<file path="src/rtl/md_pkg.sv">
// Shared definitions for the multiply/divide sequencer: state encoding,
// captured-operation encoding and the rstatus exception codes.
package md_pkg;

  typedef enum logic [1:0] {
    ST_IDLE = 2'd0,
    ST_BUSY = 2'd1,
    ST_DONE = 2'd2
  } md_state_e;

  typedef enum logic {
    OP_MULT = 1'b0,
    OP_DIV  = 1'b1
  } md_op_e;

  localparam logic [4:0]  RSTATUS_REG = 5'd30;
  localparam logic [31:0] EXC_MULT    = 32'd4;
  localparam logic [31:0] EXC_DIV     = 32'd5;
  localparam int unsigned CNT_W       = 6;

  function automatic logic [31:0] exc_code(input md_op_e op);
    case (op)
      OP_MULT: exc_code = EXC_MULT;
      OP_DIV:  exc_code = EXC_DIV;
      default: exc_code = 32'd0;
    endcase
  endfunction

endpackage

</file>
<file path="src/rtl/md_timeout_counter.sv">
// BUSY-cycle counter for the multdiv watchdog; cleared on issue and
// advanced once per BUSY cycle.
module md_timeout_counter
  import md_pkg::*;
(
  input  logic             clock,
  input  logic             reset,
  input  logic             clear,
  input  logic             enable,
  output logic [CNT_W-1:0] count
);

  // Counter register: clear has priority over increment.
  always_ff @(posedge clock or posedge reset) begin
    if (reset) begin
      count <= {CNT_W{1'b0}};
    end else if (clear) begin
      count <= {CNT_W{1'b0}};
    end else if (enable) begin
      count <= count + CNT_W'(1);
    end else begin
      count <= count;
    end
  end

endmodule

</file>
<file path="src/rtl/md_sequencer.sv">
// Multiply/divide issue sequencer: stalls the pipeline while the multdiv unit
// works and steers its result or rstatus code into the X/M latch.
// Optional watchdog enabled by defining MD_TIMEOUT_EN.
module md_sequencer
  import md_pkg::*;
#(
  parameter int unsigned MD_TIMEOUT = 40
) (
  input  logic        clock,
  input  logic        reset,
  input  logic        is_mult,
  input  logic        is_div,
  input  logic [4:0]  rd_x,
  input  logic        result_rdy,
  input  logic        exc_in,
  output logic        ctrl_mult,
  output logic        ctrl_div,
  output logic        stall,
  output logic        xm_bubble,
  output logic        md_valid,
  output logic [4:0]  rd_out,
  output logic        status_sel,
  output logic [31:0] status_val
);

  if ((MD_TIMEOUT < 2) || (MD_TIMEOUT > 63)) begin : g_bad_timeout
    $error("md_sequencer: MD_TIMEOUT must be in 2..63");
  end

  md_state_e  state_r, state_nxt_s;
  md_op_e     op_r, op_nxt_s;
  logic [4:0] rd_r, rd_nxt_s;
  logic       exc_r, exc_nxt_s;
  logic       issue_s;
  logic       timeout_s;

  // Reset gates the issue path so a held instruction cannot pulse ctrl_* under reset.
  assign issue_s = (state_r == ST_IDLE) && (is_mult || is_div) && !reset;

`ifdef MD_TIMEOUT_EN
  localparam logic [CNT_W-1:0] TIMEOUT_LAST = CNT_W'(MD_TIMEOUT - 1);
  logic [CNT_W-1:0] count_s;

  md_timeout_counter u_timeout_counter (
    .clock  (clock),
    .reset  (reset),
    .clear  (issue_s),
    .enable (state_r == ST_BUSY),
    .count  (count_s)
  );

  assign timeout_s = (state_r == ST_BUSY) && (count_s == TIMEOUT_LAST);
`else
  assign timeout_s = 1'b0;
`endif

  // State and captured-operation registers.
  always_ff @(posedge clock or posedge reset) begin
    if (reset) begin
      state_r <= ST_IDLE;
      op_r    <= OP_MULT;
      rd_r    <= 5'd0;
      exc_r   <= 1'b0;
    end else begin
      state_r <= state_nxt_s;
      op_r    <= op_nxt_s;
      rd_r    <= rd_nxt_s;
      exc_r   <= exc_nxt_s;
    end
  end

  // Next-state and output decode.
  always_comb begin
    state_nxt_s = state_r;
    op_nxt_s    = op_r;
    rd_nxt_s    = rd_r;
    exc_nxt_s   = exc_r;
    ctrl_mult   = 1'b0;
    ctrl_div    = 1'b0;
    stall       = 1'b0;
    xm_bubble   = 1'b0;
    md_valid    = 1'b0;
    rd_out      = 5'd0;
    status_sel  = 1'b0;
    status_val  = 32'd0;
    case (state_r)
      ST_IDLE: begin
        if (issue_s) begin
          ctrl_mult   = is_mult;
          ctrl_div    = ~is_mult;
          stall       = 1'b1;
          xm_bubble   = 1'b1;
          op_nxt_s    = is_mult ? OP_MULT : OP_DIV;
          rd_nxt_s    = rd_x;
          exc_nxt_s   = 1'b0;
          state_nxt_s = ST_BUSY;
        end else begin
          state_nxt_s = ST_IDLE;
        end
      end
      ST_BUSY: begin
        stall     = 1'b1;
        xm_bubble = 1'b1;
        if (result_rdy) begin
          exc_nxt_s   = exc_in;
          state_nxt_s = ST_DONE;
        end else if (timeout_s) begin
          exc_nxt_s   = 1'b1;
          state_nxt_s = ST_DONE;
        end else begin
          state_nxt_s = ST_BUSY;
        end
      end
      ST_DONE: begin
        md_valid = 1'b1;
        if (exc_r) begin
          rd_out     = RSTATUS_REG;
          status_sel = 1'b1;
          status_val = exc_code(op_r);
        end else begin
          rd_out     = rd_r;
        end
        state_nxt_s = ST_IDLE;
      end
      default: begin
        state_nxt_s = ST_IDLE;
      end
    endcase
  end

endmodule

</file>
<file path="config.mk">
export PLATFORM = sky130hd
export DESIGN_NAME = md_sequencer
export DESIGN_NICKNAME = d
export VERILOG_FILES = /design/src/rtl/md_pkg.sv /design/src/rtl/md_timeout_counter.sv /design/src/rtl/md_sequencer.sv
export SDC_FILE = /design/constraint.sdc
export NUM_CORES = 1
export LEC_CHECK = 0
export ABC_AREA = 1
export CORE_ASPECT_RATIO = 1.5
export CORE_UTILIZATION = 36
export CTS_CLUSTER_DIAMETER = 50
export CTS_CLUSTER_SIZE = 25
export DETAILED_ROUTE_END_ITERATION = 16
export PLACE_DENSITY = 0.86
export SLEW_MARGIN = 15
export SYNTH_ARGS = -nofsm -noshare
export SYNTH_HDL_FRONTEND = slang
export SYNTH_SLANG_ARGS = --single-unit
</file>
<file path="constraint.sdc">
create_clock -name clock -period 3.1 [get_ports clock]
set_input_delay 0.62 -clock clock [delete_from_list [all_inputs] [get_ports clock]]
set_output_delay 0.62 -clock clock [all_outputs]
set_load 0.01 [all_outputs]
</file>
# Word-level counts from Yosys, hierarchy flattened
# Cells that the tools add are included.
[totals]
word_cells = 39
in_bits = 11
regBits = 9
output_inout_bits = 43
[classes]
n_eq_ne = 4
n_reduce_logical = 8
bitwise = 2
muxes = 21
[ops]
columns = ["operator", "n"]
rows = [
  ["2-to-1 mux 32 bit", 2],
  ["case mux 32 bit (2 select lines)", 1],
  ["2-to-1 mux 1 bit", 12],
  ["2-to-1 mux 5 bit", 2],
  ["!= test 2 bit, second input constant", 2],
  ["case mux 1 bit (2 select lines)", 2],
  ["case mux 2 bit (2 select lines)", 1],
  ["AND reduction 3 bit", 1],
  ["== test 2 x 1 -> 1 bit, second input constant", 1],
  ["== test 2 bit, second input constant", 1],
  ["logical AND 1 bit", 2],
  ["zero test 2 bit", 1],
  ["2-to-1 mux 2 bit", 1],
  ["NOT 1 bit", 2],
  ["AND reduction 2 bit", 1],
  ["nonzero test 2 bit", 1],
  ["zero test 1 bit", 1],
  ["logical OR 1 bit", 1],
]

# Logic depth before layout (Yosys ltp)
# Gate-level depths: netlist (run 1).
[logic_depth]
depth_word = 5
mapped_depth = 6
depth_no_buf = 5

# Worst setup path before layout (run 1)
# No wires, ideal clock.
[synth_path]
path_type = "in2out"
from = "in reset"
to = "out xm_bubble"
t_arrival_ns = 1.454
n_path_buf = 2
stages = 5
required_ns = 2.480
slack_ns = 1.026
path_cell_list = "inv_1 > nand3_2 > buf_6 > nand2_1 > buf_4"
[synth_via]
elab_chain_len = 4
[synth_rtl]
columns = ["element", "line_no", "rtl"]
rows = [
  ["from (decl)", "md_sequencer.sv:10", "input logic reset,"],
  ["zero test 1 bit (no source line)", "n/a", ""],
  ["logical AND 1 bit", "md_sequencer.sv:38", "assign issue_s = (state_r == ST_IDLE) && (is_mult || is_div) && !reset;"],
  ["2-to-1 mux 1 bit", "n/a", ""],
  ["case mux 1 bit (2 select lines)", "n/a", ""],
  ["to (decl)", "md_sequencer.sv:19", "output logic xm_bubble,"],
]
# Every way passes these cells.

# Worst setup path in the final report (run 1)
[layout_path]
from = "in reset"
to = "out ctrl_div"
[layout_via]
elab_chain_len = 4
[layout_rtl]
columns = ["element", "line_no", "rtl"]
rows = [
  ["zero test 1 bit (no source line)", "n/a", ""],
  ["logical AND 1 bit", "md_sequencer.sv:38", ""],
  ["2-to-1 mux 1 bit", "md_sequencer.sv:88", "if (issue_s) begin"],
  ["2-to-1 mux 1 bit", "md_sequencer.sv:86", "case (state_r)"],
  ["to (decl)", "md_sequencer.sv:17", "output logic ctrl_div,"],
]
# Every way passes these cells.

==> impl_results.md, run 1 <==
* Data arrival time of the critical path at 2000 ps
* Post-CTS Resized at 0
* Clk root buf: clkbuf_4
* Gr ovfl total at 0
* Fmax at 0.381 GHz
* Critical Path Start Type: primary input
* Filler cell count at about 190
* Via count at ~550
* Setup violations, final at 0
* CTS clock-pin slew for the worst setup and hold paths at 60 ps
* Post-Synthesis Cells at 95
* Fin nets at 131
* Unrepaired setup endpoints after global routing: false
* Min Clock Period, post-route at ~2600 ps
* Run status: finished clean
* Met1 Resource Use GR at ~10%
* Commonest non-fill, non-tap cell in the layout: conb_1
* CTS Hold Bufs at 0
* Worst vdd ir at 195 uV
* Drt drc at 0
* Max Cap Violations at 0
* First-pass GRT wire length at 1680 um
* Die Y-Extent at roughly 57 um
* Seq cells post-synth at 9
* Area Growth Syn to Fin at 20.9%
* PD cells at 497 mW/mm2
* Synth unique cells at 14
* Core area at 0.00185 mm2
* Power share of the combinational group at between 30% and 40%
* Mapped Area at 719 um2
* N_diodes at 0
* Crit Path Class: primary input to output pin
* Initial Utilization at 38.8%
* I/O pins at 54
* Port bufs at 23
* Clk Latency, worst-skew pair at ~270 ps
* CP max-delay cell: clkdlybuf4s50_1
* Layout cells sized above 1 at 10.1%
* RePlAce Congestion at 0.661
* Flip-flop and latch area at 225 um2
* Final WS setup at 475 ps
* Syn_area_per_cell at 7.57 um2
* M3 GR Usage at 2.77%
* Drt wl/cell at a little under 8 um
* Dpl ws at 472 ps
* Detailed Route WL at 1110 um
* Row Count at 19
* Crit-path cells: clkdlybuf4s50_1, inv_1, buf_4, nand4_1, inv_1, clkdlybuf4s50_1
* Seq pwr share at 41.3%
* P_leak at 0.481 nW
* Clock power frac at 21.2%
* Largest net degree at the start of global routing at 13
* Yosys warnings at 0
* Slowest stage delay, CP at 520 ps
* DR pass1 iterations at 4
* CTS Buf Count at 3
* Internal Power at 276 uW
* Setup TNS Final at 0 ps
* Die area at 0.00218 mm2
* CTS sink cnt at 9
* GRT Util Overall at 11.3%
* Initial antenna violation count at 0
* DP HPWL at 946 um
* Fin crit share at 84.7%
* Register area share after synthesis at 31.3%
* Fin. Hold Viols at 0
* Die Width at 38.5 um
* Pins Over Slew Limit at 0
* Violation count after the first detailed-route iteration at 9
* Met2 usage at 19.5%
* CP required at 2480 ps
* TritonCTS clock tree: done
* HP Class: flip-flop to flip-flop
* Switch share at 36.1%
* H-tree depth at 1
* Antenna-violating nets left at 0
* Clock Skews at 9.32 ps
* Detailed-route vias per instance at approximately 3.9
* Most frequent cells in the layout: conb_1 (30), clkdlybuf4s50_1 (23), nand2_1 (14)
* Switching Power at 156 uW
* Worst-path maximum fanout at 10
* Multi-input gate area at 298 um2
* Gr busiest metal: met2
* Setup Buffers After CTS at 0
* Vias in the first global route at 430
* Element type at the critical path end: output pin
* Clock buffer depth at 2
## power by group through the flow
stage / registers (mW) / logic [mW] / clock network [mW]
global placement: 0.177 / 0.158 / 0
floorplan: 0.167 / 0.145 / 0
detailed placement: 0.179 / 0.162 / 0
CTS: 0.178 / 0.163 / 0.0949
finish: 0.178 / 0.162 / 0.0916
global route: 0.183 / 0.180 / 0.0963
## cells in the mapped netlist
library cell  count  area [um2]
buf_4            32         240
buf_6             1        11.3
conb_1            1        3.75
o21ai_0           1        5.00
dfrtp_1           9         225
nor2_2            1        6.26
buf_2             1        5.00
nand2_1          14        52.6
o21ai_2           5        43.8
nand3_1           2        10.0
inv_1            13        48.8
nand4_1           2        12.5
nand3_2           1        10.0
nor2_1           12        45.0
## worst max-delay path: cells and delay by family
family | cells | cell delay [ps]
buffers and inverters | 5 | 1240
AND/OR/NAND/NOR | 1 | 130
## layout make-up
cell class	instances	share of cell area [%]
clock buffers	4	3.02
inverters	13	5.61
multi-input cells	68	34.2
flip-flops and latches	9	25.9
well taps	21	3.02
repair buffers	25	28.2
## final timing paths
check	slack [ps]	to	startpoint	cells after the start
max	480	ctrl_div	reset	6
min	470	op_r	op_r	2
max reg2reg	1950	rd_r[4]	state_r[0]	5
min reg2reg	470	op_r	op_r	2
max in group asynchronous	2300	rd_r[1]	reset	3
min in group asynchronous	660	state_r[0]	reset	3
## per-layer routing
layer | share of wire (%) | vias up
met4 | 3.6 | 0
met1 | 35 | 233
met5 | 0 | -
met2 | 52 | 44
li1 | - | 268
met3 | 9.1 | 3
## registers in the layout (all words and copies together) (netlist names)
| signal | count |
|---|---|
| rd_r | 5 |
| exc_r | 1 |
| state_r | 2 |
| op_r | 1 |
## kinds of logic after synthesis
kind of cell / after synthesis / share of synthesized area [%]
compound gates: 6 / 6.78
flops: 9 / 31.3
simple gates: 32 / 19.0
buf+inv: 47 / 42.4
other cells: 1 / 0.521
## stage by stage
step	util [%]	hold slack (ps)	total power, mW	cell area, um2	cells
after floorplan	-	442	0.312	828	124
after global placement	45.5	472	0.335	843	136
after detailed placement	45.5	461	0.341	843	136
after CTS	46.9	474	0.435	870	140
after global routing	46.9	512	0.460	870	140
final	46.9	474	0.432	870	140
Note: power is estimated with default switching activity, not from simulation.
==> run 2: changes to the inputs <==
--- a/config.mk
+++ b/config.mk
@@ -7,11 +7,11 @@
 export LEC_CHECK = 0
 export ABC_AREA = 1
 export CORE_ASPECT_RATIO = 1.5
-export CORE_UTILIZATION = 36
+export CORE_UTILIZATION = 33
 export CTS_CLUSTER_DIAMETER = 50
 export CTS_CLUSTER_SIZE = 25
 export DETAILED_ROUTE_END_ITERATION = 16
-export PLACE_DENSITY = 0.86
+export PLACE_DENSITY = 0.8
 export SLEW_MARGIN = 15
 export SYNTH_ARGS = -nofsm -noshare
 export SYNTH_HDL_FRONTEND = slang
==> constraint.sdc (replaced) <==
create_clock -name clock -period 2.55 [get_ports clock]
set_input_delay 0.51 -clock clock [delete_from_list [all_inputs] [get_ports clock]]
set_output_delay 0.51 -clock clock [all_outputs]
set_load 0.01 [all_outputs]
==> run 2 against run 1 <==
Against the previous run:
- cell count increased by 0.71%
- first-iteration DRC count decreased by 89%
- clock power increased by 21%
- flip-flop and latch count unchanged
- via count decreased by 3.6%
- core utilization decreased by 4.5 points
- critical path depth unchanged
- count of clock-buffer cells in the layout unchanged
- worst hold slack improved by 2.3 ps
- worst setup slack got worse by 250 ps
- combinational power increased by 22%
==> impl_results.md, run 2 (synthesis gave the netlist of run 1 again) <==
* CTS Hold Bufs at 0 (unchanged)
* Fmax at 0.430 GHz
* Detailed Route WL at 1020 um (-8.0%)
* P_leak at 0.481 nW (unchanged)
* RePlAce Congestion at 0.673 (+1.8%)
* Final Util at 42.4% (-4.5 points)
* Gr ovfl total at 0 (unchanged)
* Worst vdd ir at 254 uV (+30%)
* Element type at the critical path end: output pin
* Vias in the first global route at 446 (+3.7%)
* Area Growth Syn to Fin at 21.0%
* Max reg flops at 5 (unchanged)
* Die Width at 40.1 um (+4.2%)
* Final WS setup at 226 ps (-249 ps)
* Max Cap Violations at 0 (unchanged)
* Port bufs at 23 (unchanged)
* Biggest register: rd_r
* Initial Utilization at 35.1% (-3.7 points)
* Filler cell count at 214 (+15%)
* Post-CTS Resized at 0 (unchanged)
* Layout cells sized above 1 at 10.1% (unchanged)
* Data arrival time of the critical path at 1810 ps (-190 ps)
* Run status: finished clean
* CP required at 2040 ps (-440 ps)
* N_diodes at 0 (unchanged)
* CTS clock-pin slew for the worst setup and hold paths at 60 ps (about the same)
* First-pass GRT wire length at 1680 um (-0.42%)
* HP Start: op_r
* Dpl ws at 224 ps (-248 ps)
* Fin nets at 131 (unchanged)
* Die area at 0.00237 mm2 (+8.7%)
* PD cells at 600 mW/mm2 (+21%)
* Violation count after the first detailed-route iteration at 1 (-8)
* Most frequent cells in the layout: conb_1 (30), clkdlybuf4s50_1 (23), nand2_1 (14)
* Critical Path Start Type: primary input
* Setup violations, final at 0 (unchanged)
* Biggest regs: rd_r: 5 flops, state_r: 2 flops
* Unrepaired setup endpoints after global routing: false
* Drt drc at 0 (unchanged)
* Initial antenna violation count at 0 (unchanged)
* Core area at 0.00205 mm2 (+11%)
* Clk root buf: clkbuf_4
* Fin. Hold Viols at 0 (unchanged)
* Setup Buffers After CTS at 0 (unchanged)
* Min Clock Period, post-route at 2320 ps
* Fin crit share at between 90% and 100%
* HP Class: flip-flop to flip-flop
* Flop2flop setup slack at 1430 ps (-520 ps)
* CTS sink cnt at 9 (unchanged)
* CTS Buf Count at 3 (unchanged)
* Clk Latency, worst-skew pair at 270 ps (about the same)
* Crit Path Class: primary input to output pin
* Setup TNS Final at 0 ps (unchanged)
* Largest net degree at the start of global routing at 13 (unchanged)
* Clock buffer depth at 2 (unchanged)
* Via count at 528 (-3.6%)
* Clock Skews at 2.53 ps (-6.79 ps)
* Final Power at 523 uW (+21%)
* Pins Over Slew Limit at 0 (unchanged)
* Commonest non-fill, non-tap cell in the layout: conb_1
* Worst-path maximum fanout at 4 (-6)
* GRT Util Overall at 10.2% (-1.1 points)
* TritonCTS clock tree: done
* CP startpoint: is_mult
* H-tree depth at 1 (unchanged)
* Die Y-Extent at 59.2 um (+4.3%)
* DP HPWL at 896 um (-5.2%)
* Antenna-violating nets left at 0 (unchanged)
* DR pass1 iterations at 2 (-2)
* Detailed-route vias per instance at 3.74 (-4.3%)
* Row Count at 20 (+1)
* I/O pins at 54 (unchanged)
* Drt wl/cell at 7.23 um (-8.7%)
* Reg2reg start: state_r[0]
==> run 2: cell counts in the layout (fill, tap and decap cells not counted) <==
No cell type changed its count.
==> run 2: layer usage <==
metal  up-vias  GRT usage, %  wire length, um
li1        272             -                -
met1       214          10.6              399
met2        39          17.5              498
met3         3          1.13               91
met4         0          7.39               29
met5         -             0                0
==> run 2: worst paths after layout <==
| kind | depth (start not counted) | end |
|---|---|---|
| setup / recovery | 6 | ctrl_mult |
| hold / removal | 2 | op_r |
| setup reg to reg | 5 | rd_r[3] |
| hold reg to reg | 2 | op_r |
| max in group asynchronous | 3 | rd_r[1] |
| min in group asynchronous | 3 | exc_r |
==> run 2: where the power goes <==
group / total [mW] / internal, mW / switching, mW
combinational: 0.197 / 0.0915 / 0.105
clock: 0.111 / 0.0604 / 0.0505
sequential: 0.215 / 0.183 / 0.0313
==> run 2: worst max-delay path, cell delays in order <==
cell	delay, ps
clkdlybuf4s50_1	460
inv_1	60
nand2_1	80
nand3_2	80
nor2_1	90
clkdlybuf4s50_1	530
==> run 2: layout make-up <==
type,instances,area (um2),share of cell area [%]
Timing Repair Buffer,25,245,28.2
Sequential cell,9,225,25.9
Tap cell,22,27.5,3.16
Multi-Input combinational cell,68,298,34.2
Inverter,13,48.8,5.60
Clock buffer,4,26.3,3.02
==> run 2: stage by stage <==
stage          instances  instance area [um2]  hold slack [ps]
6_report             141                  871              476
5_1_grt              141                  871              511
4_1_cts              141                  871              483
3_5_place_dp         137                  845              468
3_3_place_gp         137                  845              457
2_1_floorplan        124                  828              362
==> run 3: changes to the inputs <==
--- a/config.mk
+++ b/config.mk
@@ -11,6 +11,7 @@
 export CTS_CLUSTER_DIAMETER = 50
 export CTS_CLUSTER_SIZE = 25
 export DETAILED_ROUTE_END_ITERATION = 16
+export MAX_ROUTING_LAYER = met4
 export PLACE_DENSITY = 0.8
 export SLEW_MARGIN = 15
 export SYNTH_ARGS = -nofsm -noshare
==> results of run 3 <==
The final DEF is identical to that of run 2; final timing and power are the same.
Among the figures that moved: final weighted congestion in routability-driven placement 0.673 -> 0.680; overall routing resource usage 10.2% -> 10.5%
